==> config.mk <==
export PLATFORM = sky130hd
export DESIGN_NAME = debruijn_monitor
export DESIGN_NICKNAME = d
export VERILOG_FILES = /design/src/rtl/debruijn_monitor.sv
export SDC_FILE = /design/constraint.sdc
export NUM_CORES = 1
export LEC_CHECK = 0
export ABC_AREA = 1
export BUFFER_PORTS_ARGS = -buffer_cell sky130_fd_sc_hd__buf_2
export CAP_MARGIN = 5
export CORE_MARGIN = 4
export CORE_UTILIZATION = 55
export DETAILED_ROUTE_END_ITERATION = 7
export GPL_TIMING_DRIVEN = 0
export HOLD_SLACK_MARGIN = 0.02
export PLACE_DENSITY = 0.84
export SYNTH_ARGS = -nofsm -noshare
export SYNTH_HDL_FRONTEND = slang
export SYNTH_SLANG_ARGS = --single-unit
==> constraint.sdc <==
create_clock -name clk -period 2.55 [get_ports clk]
set_input_delay 0.1275 -clock clk [delete_from_list [all_inputs] [get_ports clk]]
set_output_delay 0.1275 -clock clk [all_outputs]
set_load 0.005 [all_outputs]
==> src/rtl/debruijn_monitor.sv <==
// Checks a 4-bit de Bruijn generator stream: shift continuity plus exactly-once code coverage per period.
// Latency: all outputs registered, visible the cycle after the sampled state is clocked in.
// Backpressure: none; samples every clock while run=1, run=0 abandons the current period.
module debruijn_monitor (
    input  logic        clk,
    input  logic        rst,
    input  logic [3:0]  state,
    input  logic        run,
    input  logic        clr,
    output logic [15:0] seen,
    output logic [4:0]  count,
    output logic        period_ok,
    output logic [7:0]  periods,
    output logic        err,
    output logic [1:0]  err_code
);

    typedef enum logic [1:0] {IDLE, TRACK, FAULT} fsm_t;

    localparam logic [1:0] CAUSE_NONE  = 2'b00;
    localparam logic [1:0] CAUSE_SHIFT = 2'b01;
    localparam logic [1:0] CAUSE_DUP   = 2'b10;
    localparam logic [1:0] CAUSE_WRAP  = 2'b11;

    fsm_t        fsm, fsm_n;
    logic [3:0]  start, start_n;
    logic [3:0]  prev, prev_n;
    logic [15:0] seen_n;
    logic [4:0]  count_n;
    logic        period_ok_n;
    logic [7:0]  periods_n;
    logic        err_n;
    logic [1:0]  err_code_n;
    logic [1:0]  cause;
    logic [15:0] onehot;

    assign onehot = 16'd1 << state;

    always_ff @(posedge clk or negedge rst) begin
        if (!rst) begin
            fsm       <= IDLE;
            start     <= '0;
            prev      <= '0;
            seen      <= '0;
            count     <= '0;
            period_ok <= 1'b0;
            periods   <= '0;
            err       <= 1'b0;
            err_code  <= CAUSE_NONE;
        end else begin
            fsm       <= fsm_n;
            start     <= start_n;
            prev      <= prev_n;
            seen      <= seen_n;
            count     <= count_n;
            period_ok <= period_ok_n;
            periods   <= periods_n;
            err       <= err_n;
            err_code  <= err_code_n;
        end
    end

    always_comb begin
        fsm_n       = fsm;
        start_n     = start;
        prev_n      = prev;
        seen_n      = seen;
        count_n     = count;
        period_ok_n = 1'b0;
        periods_n   = periods;
        err_n       = err;
        err_code_n  = err_code;
        cause       = CAUSE_NONE;

        case (fsm)
            IDLE: begin
                if (run) begin
                    start_n = state;
                    prev_n  = state;
                    seen_n  = onehot;
                    count_n = 5'd1;
                    fsm_n   = TRACK;
                end
            end
            TRACK: begin
                if (!run) begin
                    seen_n  = '0;
                    count_n = '0;
                    fsm_n   = IDLE;
                end else begin
                    prev_n = state;
                    // Check order fixes which cause is reported when several apply.
                    if (state[3:1] != prev[2:0]) begin
                        cause = CAUSE_SHIFT;
                    end else if (count == 5'd16 && state == start) begin
                        period_ok_n = 1'b1;
                        if (periods != 8'hFF) periods_n = periods + 8'd1;
                        seen_n  = onehot;
                        count_n = 5'd1;
                    end else if (count == 5'd16) begin
                        cause = CAUSE_WRAP;
                    end else if (seen[state]) begin
                        cause = CAUSE_DUP;
                    end else begin
                        seen_n  = seen | onehot;
                        count_n = count + 5'd1;
                    end
                    if (cause != CAUSE_NONE) fsm_n = FAULT;
                end
            end
            FAULT: begin
                if (!run) begin
                    seen_n  = '0;
                    count_n = '0;
                    fsm_n   = IDLE;
                end
            end
            default: fsm_n = IDLE;
        endcase

        if (clr) begin
            err_n      = 1'b0;
            err_code_n = CAUSE_NONE;
            periods_n  = '0;
        end
        // A fresh error beats a simultaneous clear; otherwise the first cause sticks.
        if (cause != CAUSE_NONE) begin
            err_n = 1'b1;
            if (!err || clr) err_code_n = cause;
        end
    end

endmodule

==> impl_metrics.json, run 1 <==
{
  "clock-sinks": 42,
  "ant_nets": 0,
  "cts_tree": "built",
  "area_growth_pct": 13.8,
  "portBuffers": 38,
  "min_period_ns": 2.22,
  "relSlewSlack_pct": 36.7,
  "leakage_nw": 1.79,
  "cp-end-kind": "register",
  "drt-total-wl_mm": 7.04,
  "total_power_mw": 2.86,
  "cts-root-buf": "clkbuf_8",
  "syn-num-nets": 418,
  "die-area_mm2": 0.00646,
  "cpMostUsedCell": "inv_1",
  "dp_cells": 511,
  "grt_pass1_wl_mm": 12.0,
  "multiInputGateArea_mm2": 0.00152,
  "die_w_um": 80.4,
  "skew_ns": 0.00515,
  "overflow": 0,
  "min_period_over_period_pct": 86.9,
  "rsz0062_at_grt": "no",
  "place_area_mm2": 0.00316,
  "clk_pin_slew_worst_paths_ns": 0.08,
  "fin_cells": 520,
  "worst_setup_path_start_kind": "register",
  "cap_violations": 0,
  "crit_arrival_ns": 2.41,
  "maxSlewViolCount": 0,
  "wl_per_cell_um": 13.5,
  "nets": 464,
  "tns_ns": 0,
  "synth_cell_types": 31,
  "crit_required_ns": 2.75,
  "firstDrtPassIters": 5,
  "grt_max_degree": 43,
  "hold_ws_ns": 0.150,
  "regArea_mm2": 0.00105,
  "drive_gt1_share_pct": 18.4,
  "drcViolationCount": 0,
  "numCtsBuffers": 5,
  "grt_usage_pct": 23.6,
  "avgViaCountPerCell": 5.40,
  "htree_levels": 2,
  "clk_latency_ns": 0.30,
  "setup_viol": 0,
  "grt_pass1_vias": 2671,
  "core-area_mm2": 0.00511,
  "path_max_fanout": 10,
  "antenna_found_initial": 0,
  "pin_count": 41,
  "crit_buf_inv": 4,
  "critPathKind": "register to register",
  "status": "complete, no violations",
  "post_cts_buffers": 0,
  "start_util_pct": 56.4,
  "synth_seq_area_share_pct": 36.5,
  "crit_chain": "inv_1 -> ha_1 -> clkbuf_1 -> inv_1 -> nor2_1 -> buf_2 -> a21oi_1 -> nand4_1 -> nand2_1",
  "hp-class": "input pin to register",
  "crit_slowest_cell": "dfrtp_1",
  "netlist_area_mm2": 0.00288,
  "routabilityCongestion": 0.981,
  "diodes": 0,
  "netlist_instances": 403,
  "clock.fmax_mhz": 451,
  "p_per_area_mw_per_mm2": 871,
  "crit_family": "buffers and inverters",
  "yosys_warnings": 0,
  "ys_ff_latch": 42,
  "ir_drop_mv": 0.576,
  "worstMarginPinSlew_ns": 0.950,
  "syn_avg_cell_area_um2": 7.15,
  "cpPeakStageDelay_ns": 0.41,
  "die_y_um": 80.4,
  "num_vias": 2807,
  "cts_max_path_buffers": 2,
  "final_area_mm2": 0.00328,
  "ff2ff_setup_slack_ns": 0.33,
  "final.fill_count": 475,
  "drtIter0Drc": 187,
  "final_hold_viol_count": 0,
  "rows": 26,
  "place_hpwl_mm": 5.13
}
## area by class of cell
| cell class | instances | area share, % |
|---|---|---|
| Clock buffer | 6 | 2.21 |
| Multi-Input combinational cell | 295 | 46.2 |
| Buffer | 20 | 4.24 |
| Sequential cell | 42 | 32.1 |
| Tap cell | 70 | 2.67 |
| Timing Repair Buffer | 39 | 6.11 |
| Inverter | 46 | 5.34 |
| Clock inverter | 2 | 1.15 |
## cells in the final DEF (no fill, tap or decap)
cell type      instances
nand2_4                1
nand4_2                1
or2_2                  1
nor3b_2                1
inv_4                  1
nor2_1                21
clkbuf_1               7
o21ai_1                1
xnor2_1                5
nand2_1              145
clkbuf_8               5
o31ai_1                3
a21oi_1               22
nor2_2                 3
nor3_4                 1
xor2_1                 6
nor3_1                 2
nand3_1               29
o21ai_0               10
bufinv_16              1
inv_2                  4
dfrtp_1               42
inv_1                 41
buf_4                  6
buf_6                  5
xor2_2                 1
ha_1                   7
nand4_1               25
clkinvlp_4             1
nand3_2                4
nor3_2                 1
dlygate4sd3_1          1
buf_2                 41
nand2_2                2
nand3_4                3
## synth_stat cells
master	instances	area share, %
or2_2	1	0.22
buf_4	6	1.6
inv_4	1	0.22
inv_2	4	0.52
nor3_4	1	0.56
nand2_1	145	19
nor2_1	21	2.7
xor2_1	6	1.8
nand3_2	4	1.4
nand2_2	2	0.43
ha_1	7	3.0
o21ai_1	1	0.17
o21ai_0	10	1.7
inv_1	41	5.3
nor2_2	3	0.65
nor3b_2	1	0.43
nand2_4	1	0.39
nand4_2	1	0.43
nor3_1	2	0.35
xor2_2	1	0.56
buf_6	5	2.0
o31ai_1	3	0.78
xnor2_1	5	1.5
nand4_1	25	5.4
dfrtp_1	42	36
nand3_1	29	5.0
clkbuf_1	6	0.78
a21oi_1	22	3.8
nor3_2	1	0.35
buf_2	3	0.52
nand3_4	3	1.8
## metrics by stage
step	setup WS, ns	utilization [%]
final	0.334	64.2
after global routing	0.119	64.2
after CTS	0.361	64.2
after detailed placement	0.395	61.8
after global placement	0.452	61.8
after floorplan	0.766	-
## cell families after synthesis
group | count (synthesis) | share of synthesized area, %
simple gates | 240 | 39.1
buf+inv | 66 | 10.9
flops | 42 | 36.5
compound gates | 36 | 6.52
xor+xnor | 12 | 3.91
fa+ha+maj | 7 | 3.04
## metal layers
metal | track usage [%] | share of wire, % | vias up
li1 | - | - | 1392
met1 | 31.0 | 45 | 1299
met2 | 38.2 | 47 | 102
met3 | 5.27 | 6.3 | 14
met4 | 8.11 | 1.9 | 0
met5 | 0 | 0 | -
## power by group
part           internal, mW  switching (mW)
Clock                 0.292           0.246
Sequential            0.837           0.161
Combinational         0.466           0.854
## worst reg2reg max path: stages, from the launching register on
cell and delay, ns:
dfrtp_1 0.41, inv_1 0.08, ha_1 0.27, clkbuf_1 0.35
inv_1 0.08, nor2_1 0.39, buf_2 0.30, a21oi_1 0.06
nand4_1 0.10, nand2_1 0.06
## repair_timing
action / 4_1_cts / 5_1_grt
hold endpoints to repair: 42 / 0
resized for setup: 0 / 0
hold buffers: 1 / 0
endpoints found under the setup margin: 0 / 0
## state kept, by name, summed over array words and instances (netlist names)
register   count
count          5
err            1
err_code       2
fsm            2
period_ok      1
periods        8
prev           3
seen          16
start          4
## worst paths after layout
path / startpoint / cells past startpoint / end
worst max-delay path: fsm[0] / 9 / seen[9]
worst min-delay path: state[1] / 3 / prev[1]
worst max register to register: fsm[0] / 9 / seen[9]
worst min register to register: seen[8] / 2 / seen[8]
max in group asynchronous: rst / 2 / seen[1]
min in group asynchronous: rst / 2 / seen[2]
Note: power is estimated with default switching activity, not from simulation.
==> inputs of run 2 (changes only) <==
--- a/config.mk
+++ b/config.mk
@@ -9,11 +9,11 @@
 export BUFFER_PORTS_ARGS = -buffer_cell sky130_fd_sc_hd__buf_2
 export CAP_MARGIN = 5
 export CORE_MARGIN = 4
-export CORE_UTILIZATION = 55
+export CORE_UTILIZATION = 45
 export DETAILED_ROUTE_END_ITERATION = 7
 export GPL_TIMING_DRIVEN = 0
 export HOLD_SLACK_MARGIN = 0.02
-export PLACE_DENSITY = 0.84
+export PLACE_DENSITY = 0.72
 export SYNTH_ARGS = -nofsm -noshare
 export SYNTH_HDL_FRONTEND = slang
 export SYNTH_SLANG_ARGS = --single-unit
==> impl_metrics.json, run 2 (synthesis results as in run 1) <==
{
  "status": "finished with violations",
  "violations": "negative hold slack",
  "min_period_ns": 2.23,
  "drcViolationCount": 0,
  "skew_ns": 0.00907,
  "min_period_over_period_pct": 87.5,
  "firstDrtPassIters": 4,
  "rows": 28,
  "grt_max_degree": 43,
  "largest_reg_flops": 16,
  "final.fill_count": 622,
  "die_w_um": 88.0,
  "antenna_found_initial": 0,
  "ff2ff_setup_slack_ns": 0.32,
  "portBuffers": 38,
  "cts_max_path_buffers": 2,
  "grt_pass1_wl_mm": 12.2,
  "grt_usage_pct": 20.0,
  "overflow": 0,
  "htree_levels": 2,
  "pin_count": 41,
  "hold_ws_ns": -0.0263,
  "place_area_mm2": 0.00316,
  "clk_latency_ns": 0.30,
  "cts-root-buf": "clkbuf_8",
  "hp-class": "input pin to asynchronous set/reset pin",
  "cap_violations": 0,
  "cp-end-kind": "register",
  "ant_nets": 0,
  "cts_tree": "built",
  "path_max_fanout": 10,
  "setup_viol": 0,
  "clk_pin_slew_worst_paths_ns": 0.08,
  "critPathKind": "register to register",
  "layout_common_cells": "nand2_1 (145), dfrtp_1 (42), inv_1 (41), buf_2 (41), nand3_1 (29)",
  "ir_drop_mv": 0.478,
  "drtIter0Drc": 141,
  "final_area_mm2": 0.00324,
  "ctsHoldBuffers": 0,
  "core-area_mm2": 0.00606,
  "relSlewSlack_pct": 36.5,
  "maxSlewViolCount": 0,
  "drive_gt1_share_pct": 18.5,
  "die_y_um": 88.0,
  "grt_pass1_vias": 2654,
  "clock-sinks": 42,
  "tns_ns": 0,
  "r2r_start": "fsm[0]",
  "worst_setup_path_start_kind": "register",
  "numCtsBuffers": 5,
  "nets": 463,
  "crit_required_ns": 2.74,
  "avgViaCountPerCell": 5.17,
  "routabilityCongestion": 0.937,
  "diodes": 0,
  "start_util_pct": 47.5,
  "cp-endpoint": "seen[10]",
  "post_cts_resized": 0,
  "top_regs": "seen: 16 flops, periods: 8 flops, count: 5 flops",
  "layout_commonest_cell": "nand2_1",
  "startpoint": "fsm[0]",
  "largest_register": "seen",
  "post_cts_buffers": 0,
  "wl_per_cell_um": 13.7,
  "worstMarginPinSlew_ns": 0.952,
  "r2r_cells": 9,
  "p_per_area_mw_per_mm2": 839,
  "die-area_mm2": 0.00774,
  "leakage_nw": 1.78,
  "clock.fmax_mhz": 448,
  "area_growth_pct": 12.6,
  "drt-total-wl_mm": 7.15,
  "rr_endpoint": "seen[10]",
  "place_hpwl_mm": 5.28,
  "final_hold_viol_count": 42,
  "crit_arrival_ns": 2.42,
  "rsz0062_at_grt": "no",
  "num_vias": 2702
}
run 2: cell types whose count changed in the layout (fill, tap and decap cells not counted), sizes merged:
| cell | delta |
|---|---|
| clkinv | +2 |
| clkbuf | -1 |
| clkinvlp | -1 |
| dlygate4sd3 | -1 |
| bufinv | -1 |
run 2: power by group:
group	leakage [nW]	total, mW	internal [mW]	switching (mW)
sequential	0.562	1.00	0.838	0.166
clock	0.0438	0.416	0.184	0.232
combinational	1.18	1.30	0.466	0.836
run 2: how the worst min path moves through the flow:
stage | startpoint | to | slack [ns] | cells after the start
4_1_cts | rst | seen[14] | 0.02 | 1
2_1_floorplan | rst | count[0] | -0.17 | 0
3_5_place_dp | rst | prev[0] | 0.34 | 1
6_report | rst | seen[14] | -0.03 | 1
3_3_place_gp | rst | seen[5] | 0.34 | 1
5_1_grt | rst | seen[3] | 0.08 | 1
run 2: metal layers:
metal  part of all wire, %  GRT usage, %  up-vias
met4                   2.4          7.39        0
met5                     0             0        -
met1                    48          26.9     1237
li1                      -             -     1376
met3                   4.6          3.57       16
met2                    45          32.1       73
run 2: final cells by class:
| type | count | area [um2] | share of cell area [%] |
|---|---|---|---|
| flip-flops and latches | 42 | 1050 | 32.4 |
| inverters | 46 | 175 | 5.40 |
| multi-input cells | 295 | 1520 | 46.7 |
| repair buffers | 38 | 190 | 5.86 |
| well taps | 75 | 93.8 | 2.89 |
| clock inverters | 2 | 10.0 | 0.309 |
| clock buffers | 5 | 68.8 | 2.12 |
| plain buffers | 20 | 139 | 4.28 |
run 2: per-stage QoR:
stage | hold slack (ns) | cells | utilization [%] | power [mW] | setup WS [ns]
after CTS | 0.0203 | 523 | 53.5 | 2.74 | 0.338
after global routing | 0.0759 | 523 | 53.5 | 2.98 | 0.0216
final | -0.0263 | 523 | 53.5 | 2.72 | 0.320
after global placement | 0.336 | 516 | 52.2 | 2.28 | 0.406
after detailed placement | 0.342 | 516 | 52.2 | 2.31 | 0.372
after floorplan | -0.168 | 403 | - | 1.91 | 0.766
run 2: worst max-delay path: stages, from the launching register on:
cell and delay (ns):
dfrtp_1 0.41, inv_1 0.08, ha_1 0.28, clkbuf_1 0.34
inv_1 0.08, nor2_1 0.40, buf_2 0.30, a21oi_1 0.06
nand4_1 0.10, nand2_1 0.06
==> inputs of run 3 (changes only) <==
--- a/config.mk
+++ b/config.mk
@@ -6,14 +6,14 @@
 export NUM_CORES = 1
 export LEC_CHECK = 0
 export ABC_AREA = 1
-export BUFFER_PORTS_ARGS = -buffer_cell sky130_fd_sc_hd__buf_2
 export CAP_MARGIN = 5
 export CORE_MARGIN = 4
 export CORE_UTILIZATION = 45
 export DETAILED_ROUTE_END_ITERATION = 7
+export DONT_BUFFER_PORTS = 1
 export GPL_TIMING_DRIVEN = 0
 export HOLD_SLACK_MARGIN = 0.02
-export PLACE_DENSITY = 0.72
+export PLACE_DENSITY = 0.67
 export SYNTH_ARGS = -nofsm -noshare
 export SYNTH_HDL_FRONTEND = slang
 export SYNTH_SLANG_ARGS = --single-unit
==> impl_metrics.json, run 3 (synthesis results as in run 1) <==
{
  "layout_common_cells": "nand2_1 (145), dfrtp_1 (42), inv_1 (41)",
  "cts-root-buf": "clkbuf_8",
  "grt_max_degree": 43,
  "cts_max_path_buffers": 2,
  "ant_nets": 0,
  "cpPeakStageDelay_ns": 0.41,
  "crit_family": "buffers and inverters",
  "final_hold_viol_count": 0,
  "diodes": 0,
  "maxSlewViolCount": 0,
  "numCtsBuffers": 5,
  "die_y_um": 88.0,
  "htree_levels": 2,
  "fin_util_pct": 51.4,
  "cp-end-kind": "register",
  "antenna_found_initial": 0,
  "routabilityCongestion": 0.890,
  "relSlewSlack_pct": 67.4,
  "clock-sinks": 42,
  "die-area_mm2": 0.00774,
  "use_met2_pct": 32.5,
  "portBuffers": 0,
  "worstMarginPinSlew_ns": 0.488,
  "core-area_mm2": 0.00606,
  "use_met1_pct": 27.5,
  "grt_pass1_vias": 2557,
  "crit_slowest_cell": "dfrtp_1",
  "cap_violations": 0,
  "nets": 427,
  "min_period_over_period_pct": 86.6,
  "crit_required_ns": 2.74,
  "overflow": 0,
  "post_cts_buffers": 0,
  "setup_viol": 0,
  "grt_usage_pct": 20.0,
  "avgViaCountPerCell": 5.33,
  "area_growth_pct": 8.25,
  "status": "complete, no violations",
  "crit_arrival_ns": 2.39,
  "critPathKind": "register to register",
  "largest_reg_flops": 16,
  "rsz0062_at_grt": "no",
  "met3_usage_pct": 4.61,
  "drt-total-wl_mm": 7.00,
  "tns_ns": 0,
  "place_hpwl_mm": 5.21,
  "cts_tree": "built",
  "layout_commonest_cell": "nand2_1",
  "worst_setup_path_start_kind": "register",
  "clk_latency_ns": 0.29,
  "drtIter0Drc": 145,
  "start_util_pct": 47.5,
  "grt_pass1_wl_mm": 12.4,
  "hp-class": "input pin to register",
  "rows": 28,
  "skew_ns": 0.00625,
  "crit_chain": "inv_1 -> ha_1 -> clkbuf_1 -> inv_1 -> nor2_1 -> buf_2 -> a21oi_1 -> nand4_1 -> nand2_1",
  "firstDrtPassIters": 4,
  "leakage_nw": 1.60,
  "grt.busiest_layer": "met2",
  "num_vias": 2601,
  "top_regs": "seen: 16 flops, periods: 8 flops, count: 5 flops",
  "p_per_area_mw_per_mm2": 880,
  "drive_gt1_share_pct": 11.4,
  "cpMostUsedCell": "inv_1",
  "clk_pin_slew_worst_paths_ns": 0.08,
  "clock.fmax_mhz": 453,
  "pin_count": 41,
  "drcViolationCount": 0,
  "ir_drop_mv": 0.459,
  "path_max_fanout": 10,
  "min_period_ns": 2.21,
  "crit_buf_inv": 4,
  "wl_per_cell_um": 14.3,
  "die_w_um": 88.0,
  "largest_register": "seen"
}
run 3: cell types whose count changed in the layout (fill, tap and decap cells not counted):
cell	before	now
dlygate4sd3_1	0	1
buf_2	41	3
clkinv_2	2	0
buf_12	0	1
bufinv_16	0	1
clkinvlp_4	0	2
run 3: final timing paths:
path                       startpoint        end  slack, ns  cells after the start
max                            fsm[0]    seen[0]       0.34                      9
min                               run  period_ok        0.1                      2
max reg2reg                    fsm[0]    seen[0]       0.34                      9
min reg2reg                  start[3]   start[3]       0.52                      2
max in group asynchronous         rst        err       2.04                      2
min in group asynchronous         rst   start[2]       0.30                      2
run 3: cell type report:
| type | instances | area [um2] |
|---|---|---|
| Multi-Input combinational cell | 295 | 1520 |
| Tap cell | 75 | 93.8 |
| Sequential cell | 42 | 1050 |
| Inverter | 46 | 175 |
| Clock buffer | 5 | 68.8 |
| Timing Repair Buffer | 2 | 30.0 |
| Clock inverter | 3 | 45.0 |
| Fill cell | 625 | 2940 |
| Buffer | 20 | 139 |
run 3: where the power goes:
part           total [mW]  internal [mW]  switching (mW)
registers            1.03          0.837           0.194
clock network       0.530          0.291           0.239
logic                1.18          0.401           0.781
total                2.74           1.53            1.21
run 3: metrics by stage:
stage	setup WS, ns	area, um2	hold WS (ns)	std cells	power [mW]
2_1_floorplan	0.766	2880	-0.168	403	1.91
3_3_place_gp	0.403	2970	-0.166	478	2.18
3_5_place_dp	0.374	2970	-0.166	478	2.21
4_1_cts	0.351	3120	0.0931	488	2.78
5_1_grt	0.127	3120	0.131	488	3.01
6_report	0.342	3120	0.0962	488	2.74
run 3: worst reg2reg max path: cells and delay by family, from the launching register on:
family / cells / cell delay, ns
adder cells (fa/ha/maj): 1 / 0.27
flip-flops: 1 / 0.41
AO/OA/AOI/OAI: 1 / 0.06
buffers and inverters: 4 / 0.81
AND/OR/NAND/NOR: 3 / 0.54
run 3: repair_timing:
item                                   in CTS  in global routing
endpoints found under the hold margin      42                  0
hold buffers                                2                  0
resized for setup                           0                  0
run 3: routing by layer:
layer | vias up | wire [um]
met5 | - | 0
met4 | 0 | 29
met3 | 2 | 479
met2 | 60 | 3270
met1 | 1229 | 3220
li1 | 1310 | -
